--- src/rtl/psk_code_xmit.sv ---
// Code-shift PSK transmitter: each 3-bit symbol selects a cyclic rotation of a 6-chip
// base code, sent REPEAT times on a chip grid that free-runs from reset.
module psk_code_xmit #(
  parameter logic [5:0] CODE     = 6'b000111,
  parameter int         REPEAT   = 8,
  parameter int         CHIP_DIV = 1
) (
  input  logic       clk,
  input  logic       rst,
  input  logic [2:0] sym,
  input  logic       sym_valid,
  output logic       sym_ready,
  output logic       sig,
  output logic       sym_stb,
  output logic       busy
);

  typedef enum logic [1:0] {
    IDLE = 2'd0,
    WAIT = 2'd1,
    SEND = 2'd2
  } state_t;

  localparam logic [7:0] DIV_LAST = 8'(CHIP_DIV - 1);
  localparam logic [7:0] REP_LAST = 8'(REPEAT - 1);

  state_t     state_r;
  logic [7:0] div_cnt_r;
  logic [7:0] rep_cnt_r;
  logic [2:0] chip_idx_r;
  logic [2:0] cur_r;
  logic       sig_r;
  logic       stb_r;
  logic       busy_r;

  logic       chip_tick_s;
  logic       period_start_s;
  logic       last_clk_s;
  logic       accept_s;
  logic [2:0] chip_next_s;

  // Chip of phase 'phase' at grid index 'idx'; phases 6 and 7 are silent.
  function automatic logic chip_bit(input logic [2:0] phase, input logic [2:0] idx);
    logic [3:0] sum;
    logic [2:0] n;
    sum = {1'b0, phase} + {1'b0, idx};
    n   = (sum >= 4'd6) ? 3'(sum - 4'd6) : sum[2:0];
    if (phase > 3'd5) begin
      return 1'b0;
    end else begin
      return CODE[3'd5 - n];
    end
  endfunction

  // Chip-grid timing decode and handshake ready derived from registered state.
  always_comb begin
    chip_tick_s = (div_cnt_r == DIV_LAST);
    if (!chip_tick_s) begin
      chip_next_s = chip_idx_r;
    end else if (chip_idx_r == 3'd5) begin
      chip_next_s = 3'd0;
    end else begin
      chip_next_s = chip_idx_r + 3'd1;
    end
    period_start_s = chip_tick_s && (chip_idx_r == 3'd5);
    last_clk_s     = (state_r == SEND) && period_start_s && (rep_cnt_r == REP_LAST);
    sym_ready      = !rst && ((state_r == IDLE) || last_clk_s);
    accept_s       = sym_valid && sym_ready;
  end

  // Free-running chip grid; never stalls so period boundaries stay tied to reset.
  always_ff @(posedge clk) begin
    if (rst) begin
      div_cnt_r  <= 8'd0;
      chip_idx_r <= 3'd0;
    end else begin
      div_cnt_r  <= chip_tick_s ? 8'd0 : div_cnt_r + 8'd1;
      chip_idx_r <= chip_next_s;
    end
  end

  // Symbol FSM with registered chip, strobe and busy outputs.
  always_ff @(posedge clk) begin
    if (rst) begin
      state_r   <= IDLE;
      cur_r     <= 3'd0;
      rep_cnt_r <= 8'd0;
      sig_r     <= 1'b0;
      stb_r     <= 1'b0;
      busy_r    <= 1'b0;
    end else begin
      stb_r <= 1'b0;
      case (state_r)
        IDLE: begin
          sig_r <= 1'b0;
          if (accept_s) begin
            cur_r  <= sym;
            busy_r <= 1'b1;
            // An accept on the last clock of a period starts sending immediately.
            if (period_start_s) begin
              state_r   <= SEND;
              rep_cnt_r <= 8'd0;
              stb_r     <= 1'b1;
              sig_r     <= chip_bit(sym, 3'd0);
            end else begin
              state_r <= WAIT;
            end
          end else begin
            busy_r <= 1'b0;
          end
        end
        WAIT: begin
          if (period_start_s) begin
            state_r   <= SEND;
            rep_cnt_r <= 8'd0;
            stb_r     <= 1'b1;
            sig_r     <= chip_bit(cur_r, 3'd0);
          end else begin
            sig_r <= 1'b0;
          end
        end
        SEND: begin
          if (!period_start_s) begin
            sig_r <= chip_bit(cur_r, chip_next_s);
          end else if (rep_cnt_r != REP_LAST) begin
            rep_cnt_r <= rep_cnt_r + 8'd1;
            sig_r     <= chip_bit(cur_r, 3'd0);
          end else if (accept_s) begin
            cur_r     <= sym;
            rep_cnt_r <= 8'd0;
            stb_r     <= 1'b1;
            sig_r     <= chip_bit(sym, 3'd0);
          end else begin
            state_r <= IDLE;
            sig_r   <= 1'b0;
            busy_r  <= 1'b0;
          end
        end
        default: begin
          state_r <= IDLE;
          sig_r   <= 1'b0;
          busy_r  <= 1'b0;
        end
      endcase
    end
  end

  assign sig     = sig_r;
  assign sym_stb = stb_r;
  assign busy    = busy_r;

endmodule

--- config.mk ---
export PLATFORM = sky130hd
export DESIGN_NAME = psk_code_xmit
export DESIGN_NICKNAME = d
export VERILOG_FILES = /design/src/rtl/psk_code_xmit.sv
export SDC_FILE = /design/constraint.sdc
export NUM_CORES = 1
export LEC_CHECK = 0
export ABC_AREA = 1
export CAP_MARGIN = 20
export CELL_PAD_IN_SITES_DETAIL_PLACEMENT = 1
export CELL_PAD_IN_SITES_GLOBAL_PLACEMENT = 1
export CORE_MARGIN = 2
export CORE_UTILIZATION = 38
export DETAILED_ROUTE_END_ITERATION = 8
export MAX_ROUTING_LAYER = met4
export PLACE_DENSITY_LB_ADDON = 0.1
export SKIP_LAST_GASP = 1
export SLEW_MARGIN = 20
export SYNTH_ARGS = -nofsm -noshare
export SYNTH_HDL_FRONTEND = slang
export SYNTH_SLANG_ARGS = --single-unit
--- constraint.sdc ---
create_clock -name clk -period 3.25 [get_ports clk]
set_input_delay 0.65 -clock clk [delete_from_list [all_inputs] [get_ports clk]]
set_output_delay 0.65 -clock clk [all_outputs]
set_load 0.01 [all_outputs]
### Word level (Yosys, flattened, before mapping)

Memories as Yosys holds them, arrays and structs flattened.
Index checks and enable logic that the tools add are counted.

* RAM bits: 0
* memories kept: 3
* register bits: 27
* output and inout bits: 4
* logic and storage cells: 102
* ROM bits: 24
* bits in latches: 0

* divide/modulo/power cells: 0
* shifts and indexed selects: 0
* eq/ne operators: 11
* muxes and demuxes: 45
* add/subtract/negate cells: 10
* reduce and logical (&&, ||, !) cells: 16
* bitwise operators: 1
* $lt $le $gt $ge: 8
* $mul: 0

Memories
* (name not given): words 8, bits a word 1, rd ports 1, clocked after memory_dff 0, wr ports 0, RTL line 51 `return CODE[3'd5 - n];`
* (name not given): words 8, bits a word 1, rd ports 1, clocked after memory_dff 0, wr ports 0, RTL line 51
* (name not given): words 8, bits a word 1, rd ports 1, clocked after memory_dff 0, wr ports 0, RTL line 51

Operators by type and width (count)
* 2-to-1 mux 8 bit: 5
* 2-to-1 mux 3 bit: 8
* case mux 8 bit (3 select lines): 1
* 2-to-1 mux 1 bit: 20
* adder 8 x 1 -> 8 bit (second input constant): 2
* less-than comparator 3 x 4 -> 1 bit (second input constant): 3
* 2-to-1 mux 2 bit: 6
* != test 2 bit (second input constant): 5
* case mux 1 bit (3 select lines): 3
* subtractor 3 bit (first input constant): 3
* subtractor 3 bit (second input constant): 3
* equality test 8 x 3 -> 1 bit (second input constant): 1
* logical NOT 8 bit: 1
* != test 8 x 3 -> 1 bit (second input constant): 1
* AND reduction 4 bit: 2
* >= comparator 3 bit (second input constant): 2
* greater-than comparator 3 bit (second input constant): 2
* case mux 2 bit (3 select lines): 1
* case mux 3 bit (2 select lines): 1
* logical AND 1 bit: 5
* AND reduction 5 bit: 1
* adder 3 x 3 -> 4 bit: 1
* >= comparator 4 x 3 -> 1 bit (second input constant): 1
* adder 3 x 1 -> 3 bit (second input constant): 1
* other kinds (12): 12

### Logic depth before layout (Yosys ltp)

* depth after elaboration: 12
* depth in mapped cells: 24
* depth with buffers taken out: 24

### Least setup slack after synthesis

No wires, ideal clock.

* path type: register to register
* start: reg div_cnt_r[0]
* end: reg sig_r, in the netlist sig
* cell stages (with the launch flop): 22
* setup slack: 251 ps
* clock period less this slack: 2999 ps
* data required time: 3118 ps
* library setup time: 132 ps
* data arrival time: 2866 ps
* cell sequence: dfxtp_1 > inv_1 > ha_1 > nor3b_4 > nand2_1 > inv_1 > nand2_1 > inv_1 > nor2_1 > ha_1 > inv_1 > fa_1 > inv_1 > ha_1 > a21oi_1 > nand3_1 > o21ai_0 > nand2_1 > nand3_1 > nand2_1 > nand3_1 > a21oi_1

* word-level cells in the longest chain between the ends: 11

Ends and longest elaborated chain
* start, declared: RTL line 28 `logic [7:0] div_cnt_r;`
* start signal, assigned: RTL line 77 `div_cnt_r <= chip_tick_s ? 8'd0 : div_cnt_r + 8'd1;`
* logical NOT 8 bit (*): RTL line 57 `chip_tick_s = (div_cnt_r == DIV_LAST);`
* 2-to-1 mux 3 bit (*): RTL line 58 `if (!chip_tick_s) begin`
* net chip_next_s[0]: RTL line 40 `logic [2:0] chip_next_s;`
* adder 3 x 3 -> 4 bit (*): RTL line 46 `sum = {1'b0, phase} + {1'b0, idx};`
* >= comparator 4 x 3 -> 1 bit or subtractor 3 bit (tied branches): RTL line 47 `n = (sum >= 4'd6) ? 3'(sum - 4'd6) : sum[2:0];`
* 2-to-1 mux 3 bit (*): RTL line 47
* subtractor 3 bit (*): RTL line 51
* memory (8 x 1 bit) (*)
* 2-to-1 mux 1 bit (implied by the code) (*): RTL line 51
* 2-to-1 mux 1 bit (*): RTL line 48 `if (phase > 3'd5) begin`
* 2-to-1 mux 1 bit (*): RTL line 123 `if (!period_start_s) begin`
* case mux 1 bit (3 select lines) (*): RTL line 93 `case (state_r)`
* end signal, assigned: RTL line 124 `sig_r <= chip_bit(cur_r, chip_next_s);`
* end signal, assigned: RTL line 127 `sig_r <= chip_bit(cur_r, 3'd0);`
* end signal, assigned: RTL line 132 `sig_r <= chip_bit(sym, 3'd0);`
* end, declared: RTL line 32 `logic sig_r;`

Mark *: on every way through the listed nets, which the timed path passes. The rest lies on a longest branch. The select of a mux whose other input is x is not followed.
A chain may end at the register's enable or synchronous reset.

### Worst setup path in the final report

Same ends and word-level chain as after synthesis.

==> impl_metrics.env <==
export IMPL_ioPinCount=10
export IMPL_initialDrtViolationCount=39
export IMPL_cts_tree="built"
export IMPL_timing_hold_ws_ns=0.434
export IMPL_vias=1737
export IMPL_static_leakage_power_nw=0.934
export IMPL_r2r_start="div_cnt_r[0]"
export IMPL_worstPathMaxFanout=4
export IMPL_hold_viol_final=0
export IMPL_nFillCells=618
export IMPL_startpoint_type="register"
export IMPL_place_area_um2=2000
export IMPL_postLayoutCellArea_um2=2180
export IMPL_timing_critical_path_cells="inv_2 > ha_2 > nor3b_4 > nand2_1 > inv_2 > nand2_2 > inv_2 > nor2_2 > ha_2 > inv_2 > fa_2 > inv_2 > ha_4 > a21oi_4 > nand3_2 > nand2_1 > nand3_2 > nand2_1 > nand3_1 > nand2_1 > nand3_2 > a21oi_2"
export IMPL_synth_avg_cell_area_um2=6.62
export IMPL_grt_max_degree=17
export IMPL_yosys_area_top_type_share=0.296
export IMPL_core_area_um2=4690
export IMPL_crit_path_end_kind="register"
export IMPL_critPathSlowestCell="fa_2"
export IMPL_finalNetCount=316
export IMPL_cp_top_family="adder cells"
export IMPL_period_minus_slack_ns=3.07
export IMPL_peakVddDrop_mv=0.267
export IMPL_cts_max_level=1
export IMPL_die_y_um=73.3
export IMPL_firstDrtPassIters=4
export IMPL_clk_pin_slew_ns=0.09
export IMPL_crit_arrival_ns=3.28
export IMPL_syn_nets=294
export IMPL_worstPathRequired_ns=3.47
export IMPL_max_freq_mhz=326
export IMPL_die_area_um2=5380
export IMPL_netlist_top_cells_area="dfxtp_1 30%, nand2_1 12%, inv_1 8.8%"
export IMPL_synthCells=276
export IMPL_cp_num_cells=22
export IMPL_path_class="reg2reg"
export IMPL_antenna_found_initial=0
export IMPL_clock_latency_ns=0.28
export IMPL_grt_first_pass_wirelength_um=7270
export IMPL_reg2reg_slack_ns=0.18
export IMPL_finalNonFillerCells=351
export IMPL_placed_cells=341
export IMPL_grt_pass1_vias=1716
export IMPL_grt_use_total=0.175
export IMPL_syn2layout_area_growth_pct=19.6
export IMPL_gp_congestion=0.802
export IMPL_pwr_density_cell_nw_per_um2=494
export IMPL_drv_cap=0
export IMPL_cts_sinks=27
export IMPL_worstMarginPinSlew_ns=0.445
export IMPL_yosysTopAreaCell="dfxtp_1"
export IMPL_status="finished clean"
export IMPL_power_total_w=0.00108
export IMPL_post_drt_wl_per_cell_um=12.2
export IMPL_hold_class="reg2reg"
export IMPL_synth_cell_types=33
export IMPL_synth_seq_area_share=0.296
export IMPL_ctsHoldBuffers=0
export IMPL_max_stage_delay_ns=0.61
export IMPL_syn_area_um2=1830
export IMPL_slew_viol_final=0
export IMPL_relSlewSlack=0.700
export IMPL_r2r_end="sig"
export IMPL_core_rowCount=25
export IMPL_cts_buffers=3
export IMPL_portBuffers=9
export IMPL_rr_worst_depth=22
export IMPL_start_util=0.389
export IMPL_grt_overflow=0
export IMPL_die_x_um=73.3
export IMPL_place_hpwl_um=3370
export IMPL_yosys_register_bits=27
export IMPL_finish_utilization=0.466
export IMPL_antenna_diode_count=0
export IMPL_cp_endpoint="sig"
export IMPL_setup_worst_path_start="div_cnt_r[0]"
export IMPL_wirelength_um=4300
export IMPL_ant_nets=0
export IMPL_cts_root_buf="clkbuf_8"
export IMPL_worst_path_buf_inv=5
export IMPL_cts_path_max_buffers=2
export IMPL_fin_crit_sh=0.944
export IMPL_setup_viol=0
export IMPL_yosys_warnings=0
export IMPL_clock_skew_ns=0.0117
export IMPL_drc=0
export IMPL_cpMostUsedCell="inv_2"
export IMPL_vias_per_cell=4.95
export IMPL_drive_above_1_share=0.195
[power breakdown]
part	internal (W)	leakage (nW)	switching, W	total (W)
Clock	0.0000872	0.0217	0.000115	0.000203
Sequential	0.000352	0.220	0.0000285	0.000381
Combinational	0.000200	0.693	0.000295	0.000495
Total	0.000640	0.934	0.000439	0.00108
[area by class of cell]
class	instances	area (um^2)	share of cell area
Timing Repair Buffer	18	158	0.0722
Inverter	48	180	0.0825
Clock buffer	3	41.3	0.0189
Multi-Input combinational cell	200	1190	0.544
Sequential cell	27	543	0.249
Tap cell	54	67.6	0.0309
Clock inverter	1	7.51	0.00344
[cells in the final DEF (no fill, tap or decap), drive strengths merged]
cell type,instances
fa,1
buf,9
nand4,7
dfxtp,27
nor2,42
nor4,1
clkbuf,3
inv,47
ha,11
a21oi,17
clkinv,1
nand3,22
a21o,1
clkinvlp,1
nor3b,1
clkdlybuf4s50,9
a211oi,1
nand2,63
a21boi,1
xnor2,1
nor3,7
a32oi,1
and3,1
or2,1
xor2,2
o21ai,19
[state kept, by name, summed over array words and instances (netlist names)]
name        flops
busy            1
chip_idx_r      3
cur_r           3
div_cnt_r       8
rep_cnt_r       8
sig             1
state_r         2
sym_stb         1
[cell usage after synthesis, drive strengths merged]
master  number
and3         1
nor4         1
a21boi       1
fa           1
nor3         7
nor2        42
clkbuf       1
ha          11
a21o         1
nand3       22
or2          1
a211oi       1
xor2         2
xnor2        1
inv         47
nand2       63
o21ai       19
a32oi        1
a21oi       17
clkinv       1
dfxtp       27
nor3b        1
nand4        7
[worst register-to-register path: cells and delay by family, from the launching register on]
kind	cells	cell delay [ns]
compound gates	2	0.31
fa+ha+maj	4	1.13
buf+inv	5	0.26
flops	1	0.36
simple gates	11	0.97
[kinds of logic after synthesis]
| logic type | synth area share |
|---|---|
| xor+xnor | 0.0144 |
| flops | 0.296 |
| compound gates | 0.124 |
| fa+ha+maj | 0.0863 |
| buf+inv | 0.101 |
| simple gates | 0.379 |
[worst min path at each step]
stage	startpoint	to	slack, ns	cells after the start
2_1_floorplan	div_cnt_r[0]	div_cnt_r[0]	0.42	1
3_3_place_gp	div_cnt_r[0]	div_cnt_r[0]	0.43	1
3_5_place_dp	div_cnt_r[0]	div_cnt_r[0]	0.44	1
4_1_cts	div_cnt_r[0]	div_cnt_r[0]	0.46	1
5_1_grt	div_cnt_r[0]	div_cnt_r[0]	0.45	1
6_report	div_cnt_r[0]	div_cnt_r[0]	0.43	1
[metal layers]
metal,track usage,share of wire
met1,0.222,0.50
met2,0.293,0.47
met3,0.0247,0.015
met4,0.0424,0.010
met5,-,0
[metrics by stage]
step | setup slack [ns] | setup TNS (ns)
floorplan | 0.251 | 0
global placement | 0.0766 | 0
detailed placement | -0.130 | -0.130
CTS | 0.00903 | 0
global route | -0.0347 | -0.0347
finish | 0.181 | 0
[timing repair]
action / 4_1_cts / 5_1_grt
setup buffers: 0 / 6
endpoints found under the setup margin: 1 / 1
pin swaps: 1 / 9
resized for setup: 3 / 24
Note: power is estimated with default switching activity, not from simulation.
